--- config.mk ---
export PLATFORM = sky130hd
export DESIGN_NAME = maze_outcome_fsm
export DESIGN_NICKNAME = d
export VERILOG_FILES = /design/src/rtl/maze_pkg.sv /design/src/rtl/overlap_accumulator.sv /design/src/rtl/maze_outcome_fsm.sv
export SDC_FILE = /design/constraint.sdc
export NUM_CORES = 1
export LEC_CHECK = 0
export CAP_MARGIN = 20
export CORE_ASPECT_RATIO = 0.8
export CORE_MARGIN = 4
export CORE_UTILIZATION = 28
export CTS_BUF_LIST = sky130_fd_sc_hd__clkbuf_2
export DETAILED_ROUTE_END_ITERATION = 12
export GPL_TIMING_DRIVEN = 1
export PLACE_DENSITY = 0.6
export SLEW_MARGIN = 20
export SYNTH_ARGS = -nofsm -noshare
export SYNTH_HDL_FRONTEND = slang
export SYNTH_HIERARCHICAL = 1
export SYNTH_SLANG_ARGS = --single-unit
--- constraint.sdc ---
create_clock -name clk -period 3.66 [get_ports clk]
set_input_delay 0.732 -clock clk [delete_from_list [all_inputs] [get_ports clk]]
set_output_delay 0.732 -clock clk [all_outputs]
set_load 0.02 [all_outputs]
--- src/rtl/maze_pkg.sv ---
// maze_pkg: game-outcome state encoding and default frame constants
package maze_pkg;
  typedef enum logic [1:0] {ARM = 2'd0, PLAY = 2'd1, WIN = 2'd2, LOSE = 2'd3} state_t;
  localparam int DEF_ARM_FRAMES  = 4;
  localparam int DEF_HIT_FRAMES  = 2;
  localparam int DEF_SAFE_FRAMES = 3;
  localparam int DEF_TIMER_W     = 16;
endpackage

--- src/rtl/overlap_accumulator.sv ---
// overlap_accumulator: per-frame sticky OR of player-on-obstacle and player-on-safe pixels
module overlap_accumulator (
  input  logic clk,
  input  logic rst,
  input  logic update_i,
  input  logic player_i,
  input  logic wall_any_i,
  input  logic border_i,
  input  logic safe_i,
  output logic frame_hit_o,
  output logic frame_safe_o
);
  logic hit_q, safe_q;
  // Outputs include the current pixel so the strobe cycle's pixel is part of the frame
  assign frame_hit_o  = hit_q | (player_i & (wall_any_i | border_i));
  assign frame_safe_o = safe_q | (player_i & safe_i);
  always_ff @(posedge clk or posedge rst) begin
    if (rst) begin
      hit_q  <= 1'b0;
      safe_q <= 1'b0;
    end else begin
      hit_q  <= !update_i & frame_hit_o;
      safe_q <= !update_i & frame_safe_o;
    end
  end
endmodule

--- src/rtl/maze_outcome_fsm.sv ---
// maze_outcome_fsm: per-frame win/lose decision with spawn grace, debounce, level restart and play timer
module maze_outcome_fsm
  import maze_pkg::*;
#(
  parameter int ARM_FRAMES  = DEF_ARM_FRAMES,
  parameter int HIT_FRAMES  = DEF_HIT_FRAMES,
  parameter int SAFE_FRAMES = DEF_SAFE_FRAMES,
  parameter int TIMER_W     = DEF_TIMER_W
) (
  input  logic               clk,
  input  logic               rst,
  input  logic               update_i,
  input  logic               player_i,
  input  logic               wall_any_i,
  input  logic               border_i,
  input  logic               safe_i,
  input  logic               levelselect_i,
  output logic               win_o,
  output logic               game_over_o,
  output logic [1:0]         state_o,
  output logic [TIMER_W-1:0] play_frames_o
);
  localparam int AW = $clog2(ARM_FRAMES + 1);
  localparam int HW = $clog2(HIT_FRAMES + 1);
  localparam int SW = $clog2(SAFE_FRAMES + 1);
  state_t             state_q, state_d;
  logic [AW-1:0]      arm_q, arm_d;
  logic [HW-1:0]      hit_q, hit_d, hit_inc;
  logic [SW-1:0]      safe_q, safe_d, safe_inc;
  logic [TIMER_W-1:0] timer_q, timer_d;
  logic               win_q, win_d, go_q, go_d, lvl_q;
  logic               frame_hit, frame_safe, lvl_chg, arm_done;
  overlap_accumulator u_acc (
    .clk          (clk),
    .rst          (rst),
    .update_i     (update_i),
    .player_i     (player_i),
    .wall_any_i   (wall_any_i),
    .border_i     (border_i),
    .safe_i       (safe_i),
    .frame_hit_o  (frame_hit),
    .frame_safe_o (frame_safe)
  );
  assign lvl_chg  = lvl_q != levelselect_i;
  assign arm_done = arm_q == AW'(ARM_FRAMES - 1);
  // A hit frame breaks any safe streak, so overlap counts as hit only
  assign hit_inc  = frame_hit ? hit_q + HW'(1) : '0;
  assign safe_inc = (frame_safe & !frame_hit) ? safe_q + SW'(1) : '0;
  always_comb begin
    state_d = state_q;
    arm_d   = arm_q;
    hit_d   = hit_q;
    safe_d  = safe_q;
    timer_d = timer_q;
    if (lvl_chg) begin
      state_d = ARM;
      arm_d   = '0;
      hit_d   = '0;
      safe_d  = '0;
      timer_d = '0;
    end else if (update_i) begin
      case (state_q)
        ARM: begin
          arm_d   = arm_done ? '0 : arm_q + AW'(1);
          state_d = arm_done ? PLAY : ARM;
        end
        PLAY: begin
          hit_d   = hit_inc;
          safe_d  = safe_inc;
          timer_d = &timer_q ? timer_q : timer_q + TIMER_W'(1);
          state_d = hit_inc == HW'(HIT_FRAMES) ? LOSE :
                    safe_inc == SW'(SAFE_FRAMES) ? WIN : PLAY;
        end
        default: ;
      endcase
    end
    win_d = state_d == WIN;
    go_d  = state_d == LOSE;
  end
  always_ff @(posedge clk or posedge rst) begin
    if (rst) begin
      state_q <= ARM;
      arm_q   <= '0;
      hit_q   <= '0;
      safe_q  <= '0;
      timer_q <= '0;
      win_q   <= 1'b0;
      go_q    <= 1'b0;
      lvl_q   <= 1'b0;
    end else begin
      state_q <= state_d;
      arm_q   <= arm_d;
      hit_q   <= hit_d;
      safe_q  <= safe_d;
      timer_q <= timer_d;
      win_q   <= win_d;
      go_q    <= go_d;
      lvl_q   <= levelselect_i;
    end
  end
  assign win_o         = win_q;
  assign game_over_o   = go_q;
  assign state_o       = state_q;
  assign play_frames_o = timer_q;
endmodule

* Word-level counts from Yosys, hierarchy flattened
Cells that the tools add are included.
** Operators by class
- Reduce and logical (&&, ||, !) cells :: 10
- Bitwise gates (word level) :: 8
- Equality and inequality tests :: 8
- Mux-type cells :: 22
- Add/sub/neg operators :: 4
** Operators by type and width (count)
- two-way mux 16 bit :: 4
- two-way mux 2 bit :: 12
- adder 16 x 1 -> 16 bit, second input constant :: 1
- AND reduction 16 bit :: 1
- two-way mux 3 bit :: 4
- equality test 2 bit, second input constant :: 4
- nonzero test 2 bit :: 3
- AND 1 bit :: 5
- adder 2 x 1 -> 2 bit, second input constant :: 2
- one-hot mux 2 bit (2 select lines) :: 1
- AND reduction 2 bit :: 2
- adder 3 x 1 -> 3 bit, second input constant :: 1
- equality test 3 x 2 -> 1 bit, second input constant :: 1
- OR 1 bit :: 3
- AND reduction 3 bit :: 1
- equality test 2 x 1 -> 1 bit, second input constant :: 1
- zero test 1 bit :: 2
- zero test 2 bit :: 1
- != test 2 bit, second input constant :: 1
- two-way mux 1 bit :: 1
- != test 1 bit :: 1
** Storage, ports and cells
- Output and inout port bits :: 20
- Register bits :: 30
- Word-level logic and storage cells :: 62

* Depth between registers and ports, before layout
Gate-level depths: netlist of run 1.
- Word-level depth :: 13
- Gate-level depth with buffers :: 6
- Depth with buffers taken out :: 6

* Hierarchy
The synthesis of run 1 kept the hierarchy.
** Modules (own cells, without submodules)
- maze_outcome_fsm :: cells an instance 152, times used 1, sequential area each 700.7 µm², area each 1460.2 µm²
- overlap_accumulator :: cells an instance 9, times used 1, sequential area each 50.0 µm², area each 92.6 µm²

* Least setup slack after synthesis of run 1
No wires, ideal clock.
- Path type :: input to register
- Start :: input levelselect_i
- End :: register timer_q[1], in the netlist play_frames_o[1]
- Required time :: 3538 ps
- Setup slack :: 1692 ps
- Arrival time :: 1846 ps
- Cell stages on the path :: 5
- Cell sequence :: xor2_2 > nor4_4 > buf_6 > nand2_1 > a32o_1
** On the way
- Cells in the longest elaborated chain, start to end :: 3
- Elaborated cells between the ends (all ways) :: 6
** RTL lines
- start: declaration :: line maze_outcome_fsm.sv:17 : input logic levelselect_i,
- != test 1 bit (*) :: line maze_outcome_fsm.sv:44 : assign lvl_chg = lvl_q != levelselect_i;
- != test 2 bit (no source line) or nonzero test 2 bit (tied branches)
- AND reduction 3 bit (no source line)
- end signal: assignment :: line maze_outcome_fsm.sv:95 : timer_q <= timer_d;
- end: declaration :: line maze_outcome_fsm.sv:30 : logic [TIMER_W-1:0] timer_q, timer_d;
Every way passes the cells marked *; elsewhere a longest branch is shown, timed or not.
A chain may end at the register's enable or synchronous reset.

* Worst setup path in the final report of run 1
Same ends and word-level chain as after synthesis.

==> out/summary.txt, run 1 <==
Outcome = finished clean
Vias per cell = 4.98
Pins Over Slew Limit = 0
Synthesized flop and latch total = 30
Layout cell share with drive strength beyond 1 = 0.0829
H-tree depth = 2
Sequential share of the synthesized area = 0.483
Post-layout min period = 2.42 ns
Post-cts gate resize count = 0
Net Count, Synth = 171
Port bufs = 27
Clock Sinks = 30
Core box area = 5180 um2
Placer Congestion = 0.808
Pre-CTS setup slack = 0.829 ns
Mapped cell area = 1550 um2
Total negative setup slack = 0 ns
Met2 WL = 1.36 mm
Clk pin slew, worst setup/hold paths = 0.15 ns
I/O pin total = 28
CTS hold repair buffers = 0
Synth Instances = 161
DR iter-0 viols = 62
Area growth, synth to finish = 24.2%
Worst path top cell family by delay = simple AND/OR/NAND/NOR gates
Clk buf depth = 2
Critical path's slowest cell = nor4_4
Vias in the first global route = 1215
Iteration count of the initial detailed-routing pass = 4
Avg Synthesized Cell Area = 9.64 um2
Worst VDD drop = 126 uV
CP Buf/Inv Count = 1
Antenna Diode Count = 0
Post-route setup slack = 1.24 ns
Pwr dens = 297 nW/um2
DR WL/cell = 13.4 um
Top sig layer = met4
Final Cycle Share = 0.662
Clk root buf = clkbuf_2
Final setup violation count = 0
Total Nets Final = 202
Skew-Pair Late Insertion Delay = 0.37 ns
Die height = 74.6 um
Initial antenna violation count = 0
Max incr delay on CP = 0.70 ns
FILL cells = 530
LEAKAGE = 0.779 nW
CTS buffer count = 5
Worst hold path type = input pin to async pin
Slew headroom = 0.504
Via count = 1270
CP required = 3.93 ns
Critical Path End Type = flop
Grt total ovfl = 0
# rows = 23
First-pass GRT wire length = 5.89 mm
WS Path Type = input pin to flop
Setup Fix Bufs, Post-CTS = 0
Count of final hold-check violations = 0
Pin count of the biggest net entering global routing = 29
RSZ-0062 raised after global routing = no
Syn. warnings = 6
Crit path max fanout = 15
Routed wire length = 3.42 mm
Clock skew = 0.0209 ns
Crit path arrival time = 2.69 ns
Dpl hpwl = 2.46 mm
Max Fclk = 0.413 GHz
CTS tree = yes
DR WL met3 = 230 um
Die area = 6810 um2
M1 WL = 1.76 mm
Initial Util = 0.300
Least-Margin Pin Slew = 0.738 ns
Unique masters post-synth = 41
MaxCap Viol Count = 0
Worst path cell trace = clkdlybuf4s50_1 > xor2_2 > nor4_4 > nand2_1 > a32o_1
Post-route ant nets = 0
Drc violations = 0
Startpoint types = input pin
GRT Overall Usage = 0.113
Die X = 91.3 um
-- final cells by class --
type	instances	area (um2)	area share
Multi-Input combinational cell	123	764	0.396
Inverter	3	11.3	0.00584
Tap cell	62	77.6	0.0402
Clock buffer	6	30.0	0.0156
Sequential cell	30	751	0.389
Timing Repair Buffer	29	285	0.148
Clock inverter	2	8.76	0.00454
-- sequential cells by signal, summed over array words and instances (netlist names) --
name / cells
u_acc/safe_q: 1
lvl_q: 1
state_o: 2
safe_q: 2
hit_q: 2
play_frames_o: 16
u_acc/hit_q: 1
game_over_o: 1
win_o: 1
arm_q: 3
-- cells by family (layout without fill, tap and decap cells) --
family	count (synthesis)	count (layout)	synth area share
fa+ha+maj	2	2	0.0161
compound gates	36	36	0.152
flops	30	30	0.483
simple gates	71	71	0.239
buf+inv	8	40	0.0242
mux	1	1	0.00725
xor+xnor	13	13	0.0782
-- path summary, 6_finish.rpt --
kind | startpoint | endpoint | slack, ns | cells past startpoint
worst max-delay path | levelselect_i | play_frames_o[1] | 1.24 | 5
worst min-delay path | rst | u_acc/safe_q | 0.52 | 2
worst max register to register | play_frames_o[8] | play_frames_o[1] | 1.60 | 4
worst min register to register | arm_q[2] | arm_q[2] | 0.53 | 2
max in group asynchronous | rst | play_frames_o[13] | 2.64 | 3
min in group clk | arm_q[2] | arm_q[2] | 0.53 | 2
-- cell usage in the layout (no fill, tap or decap), types with 2 or more instances in the layout --
master / Yosys / layout
nor4_1: 2 / 2
a211oi_1: 4 / 4
xnor2_1: 12 / 12
nand4_1: 3 / 3
ha_1: 2 / 2
nand2b_1: 3 / 3
nand2_1: 18 / 18
o21ai_0: 3 / 3
nand3_1: 3 / 3
clkbuf_2: 0 / 6
a21oi_1: 15 / 15
nor2_1: 22 / 22
a211o_1: 2 / 2
inv_1: 3 / 3
nor2b_1: 2 / 2
clkdlybuf4s50_1: 0 / 27
nand3b_1: 3 / 3
dfrtp_1: 30 / 30
nor3_1: 5 / 5
or3_1: 2 / 2
buf_4: 0 / 2
a21o_1: 2 / 2
-- report_power, final --
part,switching [mW],internal [mW]
clock,0.115,0.0469
combinational,0.0382,0.0260
sequential,0.00857,0.339
total,0.161,0.412
-- cells in the mapped netlist --
| master | count | share of area |
|---|---|---|
| mux2_2 | 1 | 0.0073 |
| and3_1 | 1 | 0.0040 |
| buf_6 | 1 | 0.0073 |
| nor4_1 | 2 | 0.0081 |
| o31a_1 | 1 | 0.0056 |
| xnor2_1 | 12 | 0.068 |
| ha_1 | 2 | 0.016 |
| a22oi_1 | 1 | 0.0048 |
| nand3b_1 | 3 | 0.015 |
| a211oi_2 | 1 | 0.0081 |
| o21ai_0 | 3 | 0.0097 |
| a21o_1 | 2 | 0.0097 |
| nand4_1 | 3 | 0.012 |
| nor4_4 | 1 | 0.014 |
| o31ai_1 | 1 | 0.0048 |
| a21oi_1 | 15 | 0.048 |
| a21boi_0 | 1 | 0.0048 |
| nand2_1 | 18 | 0.044 |
| or2_2 | 1 | 0.0040 |
| and2_1 | 1 | 0.0040 |
| o2111ai_1 | 1 | 0.0056 |
| nor2b_4 | 1 | 0.0089 |
| o22ai_1 | 1 | 0.0040 |
| nand4_2 | 1 | 0.0081 |
| nor3_1 | 5 | 0.016 |
| xor2_2 | 1 | 0.010 |
| nor2b_1 | 2 | 0.0081 |
| nand2b_1 | 3 | 0.012 |
| or4_1 | 1 | 0.0048 |
| or3_1 | 2 | 0.0081 |
| nor2_1 | 22 | 0.053 |
| a32o_1 | 1 | 0.0064 |
| dfrtp_1 | 30 | 0.48 |
| a31oi_1 | 1 | 0.0040 |
| a211o_1 | 2 | 0.011 |
| a41oi_1 | 1 | 0.0056 |
| inv_1 | 3 | 0.0073 |
| and3b_1 | 1 | 0.0056 |
| nand3_1 | 3 | 0.0097 |
| a211oi_1 | 4 | 0.019 |
| clkbuf_1 | 4 | 0.0097 |
-- metrics by stage --
step | util | hold WS (ns) | instances | power (mW) | instance area (um2)
finish | 0.372 | 0.523 | 255 | 0.573 | 1930
global route | 0.372 | 0.512 | 255 | 0.609 | 1930
CTS | 0.372 | 0.491 | 255 | 0.585 | 1930
detailed placement | 0.365 | 0.501 | 247 | 0.420 | 1890
global placement | 0.365 | 0.494 | 247 | 0.420 | 1890
floorplan | - | 0.473 | 161 | 0.391 | 1550
-- metal layers --
metal / global-route usage / up-vias
met1: 0.157 / 594
li1: - / 636
met3: 0.0384 / 7
met2: 0.156 / 33
met5: 0 / -
met4: 0.0552 / 0
(Power assumes the default switching activity.)
==> inputs of run 2 (changes only) <==
Settings changed: PLACE_DENSITY 0.6 to 0.62.
Clock period 3.66 ns to 2.1 ns, I/O delays scaled along.
==> out/summary.txt, run 2 (same netlist as run 1, synthesis figures left out) <==
Outcome = finished clean
Pwr Total = 0.978 mW
CP required = 1.68 ns
Max Fclk = 0.517 GHz
Port bufs = 27
Die height = 74.6 um
GRT Overall Usage = 0.115
MaxCap Viol Count = 0
Initial antenna violation count = 0
I/O pin total = 28
DR WL/cell = 13.7 um
Reg2reg setup slack = 0.27 ns
Reg2reg start = play_frames_o[0]
FILL cells = 526
WS Path Type = flop to primary output
Total Nets Final = 209
Finished Layout Cells = 260
CP startpoint = play_frames_o[0]
CTS tree = yes
Startpoint types = flop
Skew-Pair Late Insertion Delay = 0.34 ns
Post-cts gate resize count = 0
Die area = 6810 um2
Final Cycle Share = 0.920
Post-layout min period = 1.93 ns
DR iter-0 viols = 96
Critical path's slowest cell = clkdlybuf4s50_1
Layout cell share with drive strength beyond 1 = 0.106
CTS hold repair buffers = 0
Multi-input logic area = 764 um2
Via count = 1266
Setup Fix Bufs, Post-CTS = 0
Final core utilization = 0.380
Routed wire length = 3.56 mm
Post-route ant nets = 0
Clock Sinks = 30
Least-Margin Pin Slew = 0.437 ns
Clk pin slew, worst setup/hold paths = 0.14 ns
First-pass GRT wire length = 6.17 mm
FF-to-FF End = play_frames_o[1]
Most frequent cells in the layout = dfrtp_1 (30), clkdlybuf4s50_1 (27), nor2_1 (22)
Crit path capture = play_frames_o[0]
Antenna Diode Count = 0
H-tree depth = 2
Seq. cell area = 751 um2
Clk root buf = clkbuf_2
Dpl hpwl = 2.62 mm
Crit path max fanout = 7
Worst path top cell family by delay = buffers and inverters
Crit path arrival time = 1.51 ns
Clock skew = 0.0174 ns
Placer Congestion = 0.821
Worst path cell trace = clkdlybuf4s50_1
Drc violations = 0
Slew headroom = 0.708
Placed cells = 254
Final Hold Slack = 0.252 ns
Max incr delay on CP = 0.66 ns
Post-route setup slack = 0.167 ns
Critical Path End Type = primary output
# rows = 23
Most common cell after layout, fill and taps aside = dfrtp_1
Post-placement cell area = 1940 um2
Design Area, Final = 1970 um2
Total negative setup slack = 0 ns
Final setup violation count = 0
Count of final hold-check violations = 0
Pre-CTS setup slack = -0.0793 ns
Pin count of the biggest net entering global routing = 29
Pwr dens = 496 nW/um2
Worst VDD drop = 247 uV
Area growth, synth to finish = 26.9%
Die X = 91.3 um
CP Buf/Inv Count = 1
Clk buf depth = 2
Iteration count of the initial detailed-routing pass = 4
Depth of the most critical reg-to-reg path = 5
Vias per cell = 4.87
Grt total ovfl = 0
CP Depth = 1
Initial Util = 0.300
RSZ-0062 raised after global routing = no
Worst hold path type = input pin to async pin
LEAKAGE = 0.805 nW
Core box area = 5180 um2
Vias in the first global route = 1258
Max FFs per register = 16
Pins Over Slew Limit = 0
CTS buffer count = 5
-- run 2: cell count changes in the layout (fill, tap and decap cells not counted), sizes merged --
cell    delta
buf        +7
clkbuf     -1
clkinv     -1
-- run 2: layout make-up --
cell class	instances	share of cell area
inverters	3	0.00571
repair buffers	36	0.171
multi-input cells	123	0.388
clock buffers	5	0.0127
flip-flops and latches	30	0.381
well taps	62	0.0394
clock inverters	1	0.00190
-- run 2: power breakdown --
| group | total, mW | switching [mW] | internal, mW |
|---|---|---|---|
| logic | 0.121 | 0.0684 | 0.0522 |
| registers | 0.608 | 0.0170 | 0.591 |
| clock network | 0.249 | 0.183 | 0.0664 |
-- run 2: worst min-delay path by stage --
| stage | startpoint | end | slack, ns |
|---|---|---|---|
| final | rst | u_acc/hit_q | 0.25 |
| after global routing | rst | u_acc/hit_q | 0.25 |
| after CTS | rst | u_acc/hit_q | 0.24 |
| after detailed placement | arm_q[2] | arm_q[2] | 0.51 |
| after global placement | u_acc/hit_q | u_acc/hit_q | 0.49 |
| after floorplan | rst | u_acc/hit_q | 0.16 |
-- run 2: metal layers --
| layer | GRT usage | wire, um | up-vias |
|---|---|---|---|
| met5 | 0 | 0 | - |
| met4 | 0.0401 | 21 | 0 |
| met3 | 0.0404 | 161 | 2 |
| met2 | 0.164 | 1520 | 19 |
| met1 | 0.161 | 1850 | 601 |
| li1 | - | - | 644 |
==> inputs of run 3 (changes only) <==
Settings changed: ABC_CLOCK_PERIOD_IN_PS set to 2100, CTS_BUF_LIST sky130_fd_sc_hd__clkbuf_2 to sky130_fd_sc_hd__clkbuf_16, SLEW_MARGIN 20 to unset.
==> out/summary.txt, run 3 (same netlist as run 1, synthesis figures left out) <==
Outcome = finished clean
Critical Path End Type = flop
Via count = 1278
Iteration count of the initial detailed-routing pass = 4
Clk root buf = clkbuf_16
Layout cell share with drive strength beyond 1 = 0.106
Antenna Diode Count = 0
Reg2reg setup slack = 0.30 ns
Clk pin slew, worst setup/hold paths = 0.04 ns
Vias per cell = 4.92
Pre-CTS setup slack = -0.0793 ns
DR iter-0 viols = 83
RSZ-0062 raised after global routing = no
Most common cell after layout, fill and taps aside = dfrtp_1
Core box area = 5180 um2
Final setup violation count = 0
Post-route ant nets = 0
DR WL/cell = 13.5 um
CTS tree = yes
FF-to-FF End = play_frames_o[1]
GRT Overall Usage = 0.116
Post-cts gate resize count = 0
Reg2reg start = play_frames_o[0]
Grt total ovfl = 0
Critical path's slowest cell = clkdlybuf4s50_1
Max incr delay on CP = 0.52 ns
Placer Congestion = 0.821
Routed wire length = 3.52 mm
First-pass GRT wire length = 6.21 mm
Die height = 74.6 um
Clock skew = 0.00302 ns
Drc violations = 0
Final Cycle Share = 0.909
Startpoint types = input pin
CP required = 2.29 ns
Worst hold path type = input pin to async pin
CTS hold repair buffers = 0
H-tree depth = 2
MaxCap Viol Count = 0
Max FFs per register = 16
WS Path Type = input pin to flop
Total negative setup slack = 0 ns
Pins Over Slew Limit = 0
Pwr dens = 657 nW/um2
Final core utilization = 0.400
Crit path max fanout = 14
Max Fclk = 0.524 GHz
Depth of the most critical reg-to-reg path = 5
I/O pin total = 28
Port bufs = 27
Initial Util = 0.300
Die X = 91.3 um
Post-layout min period = 1.91 ns
Area growth, synth to finish = 33.4%
Pin count of the biggest net entering global routing = 29
Most frequent cells in the layout = dfrtp_1 (30), clkdlybuf4s50_1 (27), nor2_1 (22)
Initial antenna violation count = 0
LEAKAGE = 0.846 nW
Pwr Total = 1.36 mW
Post-route setup slack = 0.190 ns
Die area = 6810 um2
CTS buffer count = 5
# rows = 23
Worst VDD drop = 317 uV
Clk buf depth = 2
Setup Fix Bufs, Post-CTS = 0
Slew headroom = 0.712
Crit path arrival time = 2.10 ns
Clock Sinks = 30
Least-Margin Pin Slew = 0.430 ns
Skew-Pair Late Insertion Delay = 0.27 ns
Dpl hpwl = 2.62 mm
Worst path cell trace = clkdlybuf4s50_1 > xor2_2 > nor4_4 > buf_4 > and2_1 > or3_1 > a21oi_1
Count of final hold-check violations = 0
Vias in the first global route = 1273
Total Nets Final = 209
FILL cells = 515
==> run 3: cell types whose count changed in the layout (fill, tap and decap cells not counted) <==
cell and change:
clkbuf_16 +5, clkbuf_2 -5
==> run 3: where the power goes <==
group          internal, mW  switching (mW)  total (mW)
sequential            0.593          0.0167       0.610
combinational        0.0523          0.0690       0.121
clock                 0.418           0.212       0.629
==> run 3: area by class of cell <==
type / instances / area [um2] / share of cell area
inverter: 3 / 11.3 / 0.00544
multi-input combinational: 123 / 764 / 0.369
sequential: 30 / 751 / 0.363
clock inverter: 1 / 3.75 / 0.00181
tap: 62 / 77.6 / 0.0375
timing repair buffer: 36 / 338 / 0.163
clock buffer: 5 / 125 / 0.0604
==> run 3: layer usage <==
metal | vias to the layer above | global-route usage | part of all wire
li1 | 641 | - | -
met5 | - | 0 | 0
met1 | 598 | 0.162 | 0.51
met2 | 32 | 0.162 | 0.41
met4 | 0 | 0.0502 | 0.016
met3 | 7 | 0.0435 | 0.068
==> run 3: per-stage QoR <==
stage | cells | instance area [um2] | hold WS, ns
after floorplan | 161 | 1550 | 0.161
after CTS | 260 | 2070 | 0.335
after global placement | 254 | 1940 | 0.492
after global routing | 260 | 2070 | 0.369
final | 260 | 2070 | 0.330
after detailed placement | 254 | 1940 | 0.509
==> run 3: worst max-delay path: cells and delay by family <==
family	cells	cell delay, ns
buffers and inverters	2	0.71
and+or+nand+nor	3	0.59
xor gates and xnor gates	1	0.23
AOI/OAI and AO/OA	1	0.14
==> run 3: how the worst max path moves through the flow <==
stage                           from           endpoint  slack, ns  depth (start not counted)
floorplan           play_frames_o[2]  play_frames_o[13]       0.32                          5
global placement       levelselect_i  play_frames_o[15]      -0.07                          7
detailed placement     levelselect_i  play_frames_o[15]      -0.08                          7
CTS                    levelselect_i  play_frames_o[15]       0.19                          7
global route           levelselect_i   play_frames_o[3]       0.06                          7
finish                 levelselect_i  play_frames_o[15]       0.19                          7
